$ cat config.mk
export PLATFORM = sky130hd
export DESIGN_NAME = vga_draw_arbiter
export DESIGN_NICKNAME = d
export VERILOG_FILES = /design/src/rtl/vga_draw_pkg.sv /design/src/rtl/vga_draw_arbiter_lowest_set_idx.sv /design/src/rtl/vga_draw_arbiter.sv
export SDC_FILE = /design/constraint.sdc
export NUM_CORES = 1
export LEC_CHECK = 0
export CORE_ASPECT_RATIO = 0.6
export CORE_MARGIN = 2
export CORE_UTILIZATION = 43
export CTS_BUF_LIST = sky130_fd_sc_hd__clkbuf_16
export CTS_CLUSTER_DIAMETER = 60
export DETAILED_ROUTE_END_ITERATION = 6
export GPL_TIMING_DRIVEN = 1
export PLACE_DENSITY_LB_ADDON = 0.12
export SLEW_MARGIN = 10
export SYNTH_ARGS = -nofsm -noshare
export SYNTH_HDL_FRONTEND = slang
export SYNTH_HIERARCHICAL = 1
export SYNTH_SLANG_ARGS = --single-unit
$ cat constraint.sdc
create_clock -name clock -period 2.3 [get_ports clock]
set_clock_uncertainty 0.2 [all_clocks]
set_input_delay 0.23 -clock clock [delete_from_list [all_inputs] [get_ports clock]]
set_output_delay 0.23 -clock clock [all_outputs]
set_load 0.05 [all_outputs]
$ cat src/rtl/vga_draw_pkg.sv
// Shared constants for the VGA draw path: FSM encodings, default field widths
// and screen geometry used by the map and link_char engines.
package vga_draw_pkg;

  localparam int DEF_X_W      = 9;
  localparam int DEF_Y_W      = 8;
  localparam int DEF_COLOUR_W = 3;

  localparam int SCREEN_W = 320;
  localparam int SCREEN_H = 240;

  typedef logic [2:0] state_t;

  // Kept as plain constants so older tools that read this package still cope
  localparam state_t ST_IDLE  = 3'd0;
  localparam state_t ST_SCAN  = 3'd1;
  localparam state_t ST_GRANT = 3'd2;
  localparam state_t ST_GAP   = 3'd3;
  localparam state_t ST_FIN   = 3'd4;

  function automatic int idx_width(input int n);
    return (n > 1) ? $clog2(n) : 1;
  endfunction

endpackage

$ cat src/rtl/vga_draw_arbiter_lowest_set_idx.sv
// Combinational priority encoder: reports whether any pending bit is set and
// the index of the lowest one, so source 0 (the map) is always drawn first.
module lowest_set_idx
  import vga_draw_pkg::*;
#(
  parameter int N     = 4,
  parameter int IDX_W = idx_width(N)
) (
  input  logic [N-1:0]     pending,
  output logic             valid,
  output logic [IDX_W-1:0] index
);

  // Scan downwards so the last assignment wins with the lowest set bit
  always_comb begin
    valid = |pending;
    index = '0;
    for (int i = N - 1; i >= 0; i--) begin
      if (pending[i]) index = IDX_W'(i);
    end
  end

endmodule

$ cat src/rtl/vga_draw_arbiter.sv
// Sequences the drawing engines onto the single VGA write port once per frame
// pass, with a per-grant watchdog and a registered output stage.
module vga_draw_arbiter
  import vga_draw_pkg::*;
#(
  parameter int N_SRC            = 4,
  parameter int X_W              = DEF_X_W,
  parameter int Y_W              = DEF_Y_W,
  parameter int COLOUR_W         = DEF_COLOUR_W,
  parameter int MAX_GRANT_CYCLES = 98304,
  localparam int IDX_W           = idx_width(N_SRC),
  localparam int CNT_W           = $clog2(MAX_GRANT_CYCLES + 1)
) (
  input  logic                      clock,
  input  logic                      resetn,
  input  logic                      frame_start,
  input  logic [N_SRC-1:0]          src_req,
  output logic [N_SRC-1:0]          src_go,
  input  logic [N_SRC*X_W-1:0]      src_x,
  input  logic [N_SRC*Y_W-1:0]      src_y,
  input  logic [N_SRC*COLOUR_W-1:0] src_colour,
  input  logic [N_SRC-1:0]          src_write,
  input  logic [N_SRC-1:0]          src_done,
  output logic [X_W-1:0]            vga_x,
  output logic [Y_W-1:0]            vga_y,
  output logic [COLOUR_W-1:0]       vga_colour,
  output logic                      vga_write,
  output logic [IDX_W-1:0]          active_src,
  output logic                      busy,
  output logic                      frame_done,
  output logic [N_SRC-1:0]          timeout_err,
  output logic                      overrun
);

  state_t           state;
  logic [N_SRC-1:0] pending;
  logic [CNT_W-1:0] cnt;
  logic             sel_valid;
  logic [IDX_W-1:0] sel_idx;
  logic             done_hit;
  logic             wdog_hit;

  lowest_set_idx #(
    .N     (N_SRC),
    .IDX_W (IDX_W)
  ) u_sel (
    .pending (pending),
    .valid   (sel_valid),
    .index   (sel_idx)
  );

  // A done still high from before the grant must not end it on cycle 0
  assign done_hit   = src_done[active_src] && (cnt != '0);
  assign wdog_hit   = (cnt == CNT_W'(MAX_GRANT_CYCLES - 1));
  assign busy       = (state != ST_IDLE);
  assign frame_done = (state == ST_FIN);

  always_ff @(posedge clock or negedge resetn) begin
    if (!resetn) begin
      state       <= ST_IDLE;
      pending     <= '0;
      cnt         <= '0;
      active_src  <= '0;
      src_go      <= '0;
      timeout_err <= '0;
      overrun     <= 1'b0;
    end else begin
      if (frame_start && (state != ST_IDLE)) overrun <= 1'b1;
      case (state)
        ST_IDLE: begin
          if (frame_start) begin
            pending     <= src_req;
            timeout_err <= '0;
            overrun     <= 1'b0;
            state       <= ST_SCAN;
          end
        end
        ST_SCAN: begin
          if (!sel_valid) begin
            state <= ST_FIN;
          end else begin
            active_src <= sel_idx;
            cnt        <= '0;
            src_go     <= N_SRC'(1) << sel_idx;
            state      <= ST_GRANT;
          end
        end
        ST_GRANT: begin
          cnt <= cnt + CNT_W'(1);
          if (done_hit || wdog_hit) begin
            pending[active_src] <= 1'b0;
            src_go              <= '0;
            state               <= ST_GAP;
            if (!done_hit) timeout_err[active_src] <= 1'b1;
          end
        end
        ST_GAP:  state <= ST_SCAN;
        ST_FIN:  state <= ST_IDLE;
        default: state <= ST_IDLE;
      endcase
    end
  end

  // One-cycle output stage; the pixel on a source's done cycle still goes out
  always_ff @(posedge clock or negedge resetn) begin
    if (!resetn) begin
      vga_x      <= '0;
      vga_y      <= '0;
      vga_colour <= '0;
      vga_write  <= 1'b0;
    end else if (state == ST_GRANT) begin
      vga_x      <= src_x[active_src*X_W +: X_W];
      vga_y      <= src_y[active_src*Y_W +: Y_W];
      vga_colour <= src_colour[active_src*COLOUR_W +: COLOUR_W];
      vga_write  <= src_write[active_src];
    end else begin
      vga_write  <= 1'b0;
    end
  end

endmodule

==> reports/qor.yml <==
synthesis.area_per_instance_sq_um: 9.60
antenna_cells: 0
place.port_buffers: 128
firstDrtPassIters: 5
clk_latency_ns: 0.29
fmax_ghz: 0.477
r2r_setup_slack_ns: 0.20
yosysTopAreaCell: "dfrtp_1"
grt_pass1_vias: 2930
status: "finished clean"
core_sq_um: 6820
vias_per_cell: 5.45
worstPathRequired_ns: 2.30
synth_area_sq_um: 3090
yosysTopAreaCellShare_pct: 45.3
async_flop_share_pct: 100
crit_path_max_incr_delay_ns: 0.43
htreeDepth: 2
fin_nets: 547
multiInputGateArea_sq_um: 1560
grt_pass1_wl_mm: 14.3
cts_num_sinks: 56
syn_nets: 419
finalCritPeriodShare_pct: 91.2
drt_iter0_markers: 220
grt_max_degree: 33
die_area_sq_um: 7900
worstPathMaxFanout: 6
seq_area_frac_synth_pct: 45.3
cp-end-kind: "flip-flop"
area_delta_synth_final_pct: 51.3
num_rows: 23
rsz0062_at_grt: "no"
pre_cts_ws_ns: 0.106
overflow: 0
leakagePower_nw: 1.94
synth_seq_cells: 56
synth_ff_type: "dfrtp_1"
r2r_start: "cnt[0]"
synth_area_leaders: "dfrtp_1, mux4_2, nand2_1, o21ai_0, nand4_1"
busiest_layer: "met2"
die_h_um: 69.7
setup_violations: 0
met2_usage_pct: 37.3
layout_min_cycle_time_ns: 2.10
whs_ns: 0.275
dp_hpwl_mm: 6.60
reg2reg_depth: 7
dp.cells: 528
wl_mm: 8.60
drive_gt1_share_pct: 10.4
synth_cells: 322
synth_edf_count: 0
ys_warn_count: 6
synth_cell_types: 37
slew_viol_final: 0
finalHoldViolations: 0
met3_usage_pct: 4.81
finalPower_w: 0.00544
place.gp.congestion: 0.807
irDropWorstVdd_uv: 651
clockRootBuffer: "clkbuf_16"
critical-path-slowest-cell: "dfrtp_1"
start_kind: "flip-flop"
worst_ep_arrival_time_ns: 2.10
numCtsBuffers: 5
clock_path_buffers: 2
tns_ns: 0
cts_tree: "done"
crit_family: "simple AND/OR/NAND/NOR gates"
post_drt_wl_per_cell_um: 16.0
via_count: 2932
timing.rr.end: "timeout_err[0]"
register_area_sq_um: 1400
tightest_slew_ns: 0.592
io_pins: 129
relSlewSlack_pct: 60.6
ant_nets: 0
worstHoldPathType: "in -> async"
initial_utilization_pct: 45.3
antenna_found_initial: 0
grtUsageTotal_pct: 22.6
grt.met1_usage_pct: 31.3
die_x_um: 113
crit_type: "reg -> reg"
timing.critical_path.buf_inv: 1
drv_cap: 0
cp_cell_sequence: "inv_1, ha_1, nor4b_1, nand4_1, and2_1, or3_4, o31ai_4"
fill_cells: 549
fin_ws_ns: 0.202
fin_cells: 538
drc: 0
powerDensity_nw_per_um2: 1160
path_clk_slew_ns: 0.07
## cell families (layout without fill, tap and decap cells)
logic type / Yosys count / after routing / share of synthesized area (%)
adder cells (fa/ha/maj): 2 / 2 / 0.810
multiplexers: 23 / 23 / 16.4
flip-flops: 56 / 56 / 45.3
buffers and inverters: 32 / 161 / 4.17
AO/OA/AOI/OAI: 59 / 59 / 11.5
AND/OR/NAND/NOR: 149 / 149 / 21.5
XOR/XNOR: 1 / 1 / 0.283
## worst register-to-register path: cells and delay by family (launching register included)
family,cells,cell delay (ns)
flip-flops,1,0.43
AND/OR/NAND/NOR,4,1.01
AO/OA/AOI/OAI,1,0.17
buffers and inverters,1,0.08
adder cells (fa/ha/maj),1,0.13
## power by group
| part | internal [W] | switching (W) | leakage [nW] |
|---|---|---|---|
| registers | 0.00129 | 0.000218 | 0.729 |
| logic | 0.00123 | 0.00197 | 1.14 |
| clock network | 0.000397 | 0.000336 | 0.0687 |
| total | 0.00292 | 0.00252 | 1.94 |
## worst max-delay path by stage
| stage | from | endpoint | slack, ns | cells past startpoint |
|---|---|---|---|---|
| 6_report | cnt[0] | timeout_err[0] | 0.20 | 7 |
| 5_1_grt | cnt[0] | pending[1] | 0.12 | 8 |
| 4_1_cts | state[1] | busy | 0.03 | 3 |
| 3_5_place_dp | src_done[2] | src_go[1] | 0.11 | 5 |
| 3_3_place_gp | src_done[2] | state[0] | 0.13 | 5 |
| 2_1_floorplan | active_src[0] | timeout_err[0] | 0.0004 | 5 |
## flip-flops by register name (all words and copies together) (netlist names), named ones only
signal / flops
pending: 4
vga_y: 8
src_go: 4
vga_colour: 3
vga_x: 9
state: 3
timeout_err: 4
active_src: 2
vga_write: 1
cnt: 17
## through the flow
| stage | instance area, sq um | util (%) |
|---|---|---|
| final | 4670 | 68.5 |
| after detailed placement | 4510 | 66.2 |
| after global routing | 4670 | 68.5 |
| after CTS | 4660 | 68.4 |
| after global placement | 4510 | 66.2 |
| after floorplan | 3090 | - |
## cell type report
cell class,instances,area share [%]
Multi-Input combinational cell,234,33.4
Timing Repair Buffer,140,30.2
Sequential cell,56,30.0
Clock buffer,5,2.68
Tap cell,87,2.33
Inverter,13,1.04
Clock inverter,3,0.321
## cell usage after synthesis, types with 2 or more instances
master / number
nand2_1: 89
dfrtp_1: 56
o21ai_0: 27
mux4_2: 22
clkbuf_1: 14
nor2_1: 14
inv_1: 13
nand3_1: 11
nand4_1: 9
a21oi_1: 8
a31oi_1: 8
nor3_1: 7
and2_1: 5
a22oi_1: 4
buf_1: 3
nor4_1: 3
o21ai_1: 3
a41oi_1: 2
and3_1: 2
ha_1: 2
nand2b_1: 2
nand3b_1: 2
nor3b_1: 2
## per-layer routing
layer | wire length [um] | share of wire, %
met1 | 3820 | 44
met2 | 4010 | 47
met3 | 663 | 7.7
met4 | 105 | 1.2
met5 | 0 | 0
## timing repair
action                                 in CTS  in global routing
endpoints found under the hold margin      24                  0
resized for setup                           0                  1
buffers inserted                            0                  1
hold buffers                                1                  0
setup endpoints to repair                   0                  7
## placed cells by master (no fill, tap or decap), types with 2 or more instances in the layout
master / synthesis / final
clkdlybuf4s50_1: 0 / 123
nand2_1: 89 / 89
dfrtp_1: 56 / 55
o21ai_0: 27 / 27
mux4_2: 22 / 22
inv_1: 13 / 14
nor2_1: 14 / 14
nand3_1: 11 / 11
buf_4: 0 / 10
nand4_1: 9 / 9
a31oi_1: 8 / 8
a21oi_1: 8 / 8
nor3_1: 7 / 7
and2_1: 5 / 5
clkbuf_16: 0 / 5
a22oi_1: 4 / 4
buf_12: 0 / 4
nor4_1: 3 / 3
o21ai_1: 3 / 3
nor3b_1: 2 / 2
and3_1: 2 / 2
nand3b_1: 2 / 2
nand2b_1: 2 / 2
a41oi_1: 2 / 2
ha_1: 2 / 2
Note: power is estimated with default switching activity, not from simulation.
==> RTL change 1 (same settings) <==
Register the outputs `busy` and `frame_done`, cleared by the reset; this adds one clock of latency there. The other outputs are not delayed to match.
--- a/src/rtl/vga_draw_arbiter.sv
+++ b/src/rtl/vga_draw_arbiter.sv
@@ -53,6 +53,13 @@
   assign done_hit   = src_done[active_src] && (cnt != '0);
   assign wdog_hit   = (cnt == CNT_W'(MAX_GRANT_CYCLES - 1));
-  assign busy       = (state != ST_IDLE);
-  assign frame_done = (state == ST_FIN);
+  always_ff @(posedge clock or negedge resetn) begin
+    if (!resetn) begin
+      busy       <= '0;
+      frame_done <= '0;
+    end else begin
+      busy       <= (state != ST_IDLE);
+      frame_done <= (state == ST_FIN);
+    end
+  end
 
   always_ff @(posedge clock or negedge resetn) begin
Check against the original RTL: not equivalent (a bounded check fails within 4 cycles, from zero or initial values and one cycle with resetn low).
==> RTL change 1 against the unedited design <==
Core utilization decreased by 1.1 points. Routed wire length increased by 4.9%. Design area increased by 3.5%. Worst hold slack got worse by 0.0018 ns. Via count increased by 1.9%. Synthesized cell count increased by 0.62%. Sequential cell count increased by 2. Critical path depth unchanged. Sequential power increased by 4%. Synthesized area increased by 1.6%. Worst setup slack improved by 0.0026 ns. Total power increased by 8.7%. Clock power increased by 57%. Largest power group unchanged.
==> RTL change 1: results (changes against the unedited design) <==
| Metric | Value |
|---|---|
| DP HPWL | `6.635 mm (+0.61%)` |
| FF+latch count, synth | `58 (+3.6%)` |
| Final Critical Period | `2.095 ns (-0.002553 ns)` |
| Initial DRC count | `148 (-33%)` |
| Global-route wire length before repair | `14.42 mm (+0.73%)` |
| Worst Hold End | `vga_y[6]` |
| Vias per inst | `5.401 (-0.89%)` |
| Vias in the first global route | `2804 (-4.3%)` |
| Layout cells sized above 1 | `11.47% (+1.1 points)` |
| Max rail drop VDD | `688.3 uV (+5.7%)` |
| Adder-Cell Fraction of Synth Area | `0.7968% (-0.013 points)` |
| Buffering overhead | `29.11% (-1.1 points)` |
| Number of non-clock buffers | `141 (+0.71%)` |
| Clk_lat worst skew | `0.33 ns (+0.04 ns)` |
| Leakage | `0.002028 uW (+4.4%)` |
| Multiplexer share of the synthesized area | `16.10% (-0.26 points)` |
| Top cells by count, synth | `nand2_1, dfrtp_1, o21ai_0, mux4_2` |
| Synthesized area per cell | `9.693 um2 (+0.99%)` |
| Tot GR Track Use | `23.69% (+1.1 points)` |
| DR pass1 iterations | `7 (+2)` |
| Worst hold path type | `flop to flop` |
| FF-to-FF Start | `cnt[1]` |
| Slew headroom | `50.75% (-9.8 points)` |
| Post-synth cell types | `37 (unchanged)` |
| Placer Congestion | `0.8940 (+11%)` |
| Post-layout nets | `554 (+1.3%)` |
| Multi-input gate area | `1560 um2 (unchanged)` |
| Xor/xnor share of the synthesized area | `0.2789% (-0.0045 points)` |
| Seq/total area | `30.02% (about the same)` |
| Clock buf/inv share | `5.274% (+2.3 points)` |
| H-tree lvl count | `3 (+1)` |
| Max FO, Critical Path | `4 (-2)` |
| Compound-Gate Fraction of Synth Area | `11.35% (-0.18 points)` |
| Num CTS Buffers | `9 (+4)` |
| Run status | `finished clean` |
| Register area share after synthesis | `46.22% (+0.87 points)` |
| Drt total wl | `9.025 mm (+4.9%)` |
| Dpl ws | `0.06642 ns (-0.03991 ns)` |
| Routed len/inst | `16.32 um (+2.1%)` |
| Post-Place Cells | `535 (+1.3%)` |
| Rows | `24 (+4.3%)` |
| Fin Hold WS | `0.2734 ns (-0.001811 ns)` |
| Fraction of area in multi-input gates | `32.24% (-1.1 points)` |
| CTS clk-pin slew, worst paths | `0.05 ns (-0.02 ns)` |
| Largest net degree at the start of global routing | `59 (+79%)` |
| Worst EP arrival | `2.13 ns (+0.03 ns)` |
| Placed inst area | `4567 um2 (+1.2%)` |
RTL change 1: changes by cell type after synthesis:
| cell | before | now |
|---|---|---|
| dfrtp_1 | 56 | 58 |
RTL change 1: timing repair:
action | 4_1_cts | 5_1_grt
hold buffers | 1 | 0
gates resized for setup | 0 | 0
endpoints found under the hold margin | 58 | 0
buffers inserted | 0 | 1
endpoints found under the setup margin | 0 | 6
RTL change 1: worst max-delay path: stages (launching register included):
cell and delay, ns:
dfrtp_1 0.40, inv_1 0.11, ha_1 0.14, nor4b_1 0.32, nand4_1 0.12, and2_1 0.17, or3_4 0.37, o31ai_4 0.18
RTL change 1: metal layers:
layer / vias to the layer above / share of wire, % / GRT usage (%)
met3: 8 / 7.1 / 8.854
met4: 0 / 0.94 / 5.556
li1: 1423 / - / -
met1: 1446 / 46 / 34.20
met5: - / 0 / 0
met2: 110 / 46 / 34.13
RTL change 1: power breakdown:
group          leakage (uW)  switching, uW  internal, uW
clock              0.000136            445           705
sequential         0.000754            231          1340
combinational       0.00114           1960          1230
==> RTL change 2 (same settings) <==
Made on the original files. `DEF_COLOUR_W`: 3 -> 6.
--- a/src/rtl/vga_draw_pkg.sv
+++ b/src/rtl/vga_draw_pkg.sv
@@ -5,5 +5,5 @@
   localparam int DEF_X_W      = 9;
   localparam int DEF_Y_W      = 8;
-  localparam int DEF_COLOUR_W = 3;
+  localparam int DEF_COLOUR_W = 6;
 
   localparam int SCREEN_W = 320;
Interface: changed (resized src_colour and vga_colour); port bits go from 129 to 144. No check against the original RTL was run, so the function may have changed too.
==> RTL change 2 against the unedited design <==
Synthesized area increased by 7.9%. Core utilization increased by 2.2 points. Worst hold slack got worse by 0.10 ns. Sequential power increased by 7%. Total power increased by 18%. Clock power increased by 58%. Synthesized cell count decreased by 0.93%. Sequential cell count increased by 3. Design area increased by 12%. Routed wire length increased by 12%. Worst setup slack improved by 0.020 ns. First-iteration DRC count increased by 8.2%. Critical endpoint is now cnt[10]. Largest cell class unchanged.
==> RTL change 2: results (changes against the unedited design) <==
| Metric | Value |
|---|---|
| IO buf count | `143 (+12%)` |
| Async S/R FF share, synth | `100.0% (unchanged)` |
| Post-CTS Hold Fix Bufs | `1 (unchanged)` |
| Post-layout nets | `577 (+5.5%)` |
| Synth warn | `6 (unchanged)` |
| Maximum clock insertion buffer count | `2 (unchanged)` |
| Max FO, Critical Path | `11 (+5)` |
| Post-cts repair resize count | `0 (unchanged)` |
| Fin Hold WS | `0.1735 ns (-0.1017 ns)` |
| Slew headroom | `60.74% (+0.18 points)` |
| Dpl ws | `0.2444 ns (+0.1381 ns)` |
| Num CTS Buffers | `9 (+4)` |
| Initial antenna violation count | `0 (unchanged)` |
| Vias in the first global route | `3215 (+9.7%)` |
| H-tree lvl count | `3 (+1)` |
| Register area share after synthesis | `44.29% (-1.0 points)` |
| Xor/xnor share of the synthesized area | `0.2628% (-0.021 points)` |
| DP HPWL | `7.243 mm (+9.8%)` |
| Biggest regs | `cnt (17), vga_x (9), vga_y (8)` |
| Tot GR Track Use | `23.75% (+1.2 points)` |
| Placer Congestion | `0.8319 (+3.1%)` |
| Multiplexer share of the synthesized area | `20.16% (+3.8 points)` |
| CP startpoint | `state[2]` |
| Max rail drop VDD | `506.0 uV (-22%)` |
| Post-synth cell types | `51 (+38%)` |
| Layout cells sized above 1 | `14.38% (+4.0 points)` |
| Fin. Hold Viols | `0 (unchanged)` |
| Compound-Gate Fraction of Synth Area | `7.958% (-3.6 points)` |
| Routed len/inst | `16.73 um (+4.6%)` |
| Leakage | `0.002252 uW (+16%)` |
| Global-route wire length before repair | `15.80 mm (+10%)` |
| Diode count | `0 (unchanged)` |
| Top cells by count, synth | `nand2_1, dfrtp_1, mux4_2, nand3_1` |
| Worst EP arrival | `2.07 ns (-0.03 ns)` |
| Worst R2R Path Depth | `4 (-3)` |
| Largest net degree at the start of global routing | `31 (-6.1%)` |
| Worst hold path type | `input pin to async pin` |
| Adder-Cell Fraction of Synth Area | `0.7508% (-0.059 points)` |
| Syn Nets | `428 (+2.1%)` |
| Post-CTS Setup Repair Bufs | `0 (unchanged)` |
| Clock root cell | `clkbuf_16` |
| Initial DRC count | `238 (+8.2%)` |
| Clk_lat worst skew | `0.32 ns (+0.03 ns)` |
| Fill count | `570 (+3.8%)` |
| Most frequent cell after synthesis | `nand2_1` |
| Post-synth EDFFs | `0 (unchanged)` |
| Top_reg_cell synth | `dfrtp_1` |
| Synth top area cells | `dfrtp_1, mux4_2, nand2_1` |
| Via count | `3142 (+7.2%)` |
| DR pass1 iterations | `4 (-1)` |
| CTS clk-pin slew, worst paths | `0.05 ns (-0.02 ns)` |
| Run status | `finished clean` |
| Reg2reg end | `cnt[10]` |
| R2R setup slack | `0.22 ns (+0.02 ns)` |
[RTL change 2: changes by cell type after synthesis, moves of 4 or more]
cell,unedited run,this run
mux2i_1,1,12
a22o_1,0,4
o21ai_0,27,12
a31oi_1,8,2
a21oi_1,8,3
inv_1,13,7
nand4_1,9,2
nor2_1,14,9
clkbuf_1,14,10
[RTL change 2: stage by stage]
stage                     util [%]  area, um2  cells
after detailed placement     67.06       4954    560
after global routing         70.75       5226    577
after CTS                    70.71       5224    577
after global placement       67.06       4954    560
after floorplan                  -       3334    319
final                        70.75       5226    577
[RTL change 2: worst max-delay path by stage]
stage	end	slack (ns)	depth (start not counted)
2_1_floorplan	vga_colour[5]	0.11	6
3_3_place_gp	cnt[8]	0.33	4
3_5_place_dp	state[0]	0.24	5
4_1_cts	busy	0.007	4
5_1_grt	cnt[8]	0.14	4
6_report	cnt[10]	0.22	4
[RTL change 2: routing by layer]
layer	part of all wire [%]	vias up	wire length [um]	global-route usage (%)
met5	0	-	0	0
met4	0.91	0	88	6.292
met3	9.2	9	885	8.333
met2	50	140	4862	40.37
met1	40	1531	3815	29.46
li1	-	1462	-	-
[RTL change 2: report_power, final]
part	internal (uW)	switching [uW]
Sequential	1390	222
Combinational	1440	2230
Clock	710	446
Total	3540	2900
[RTL change 2: worst max-delay path, stage by stage, from the launching register on]
cell and delay, ns:
dfrtp_1 0.39, or3b_1 0.61, or2_1 0.42, o211ai_1 0.21
o31ai_1 0.11
[RTL change 2: area by class of cell]
cell class              instances  area (um2)  share of cell area [%]
inverters                       7       26.28                  0.5028
clock inverters                 7       35.03                  0.6703
flip-flops and latches         59        1478                   28.27
clock buffers                   9       225.2                   4.309
multi-input cells             234        1753                   33.54
repair buffers                157        1579                   30.21
well taps                     104       130.1                   2.490
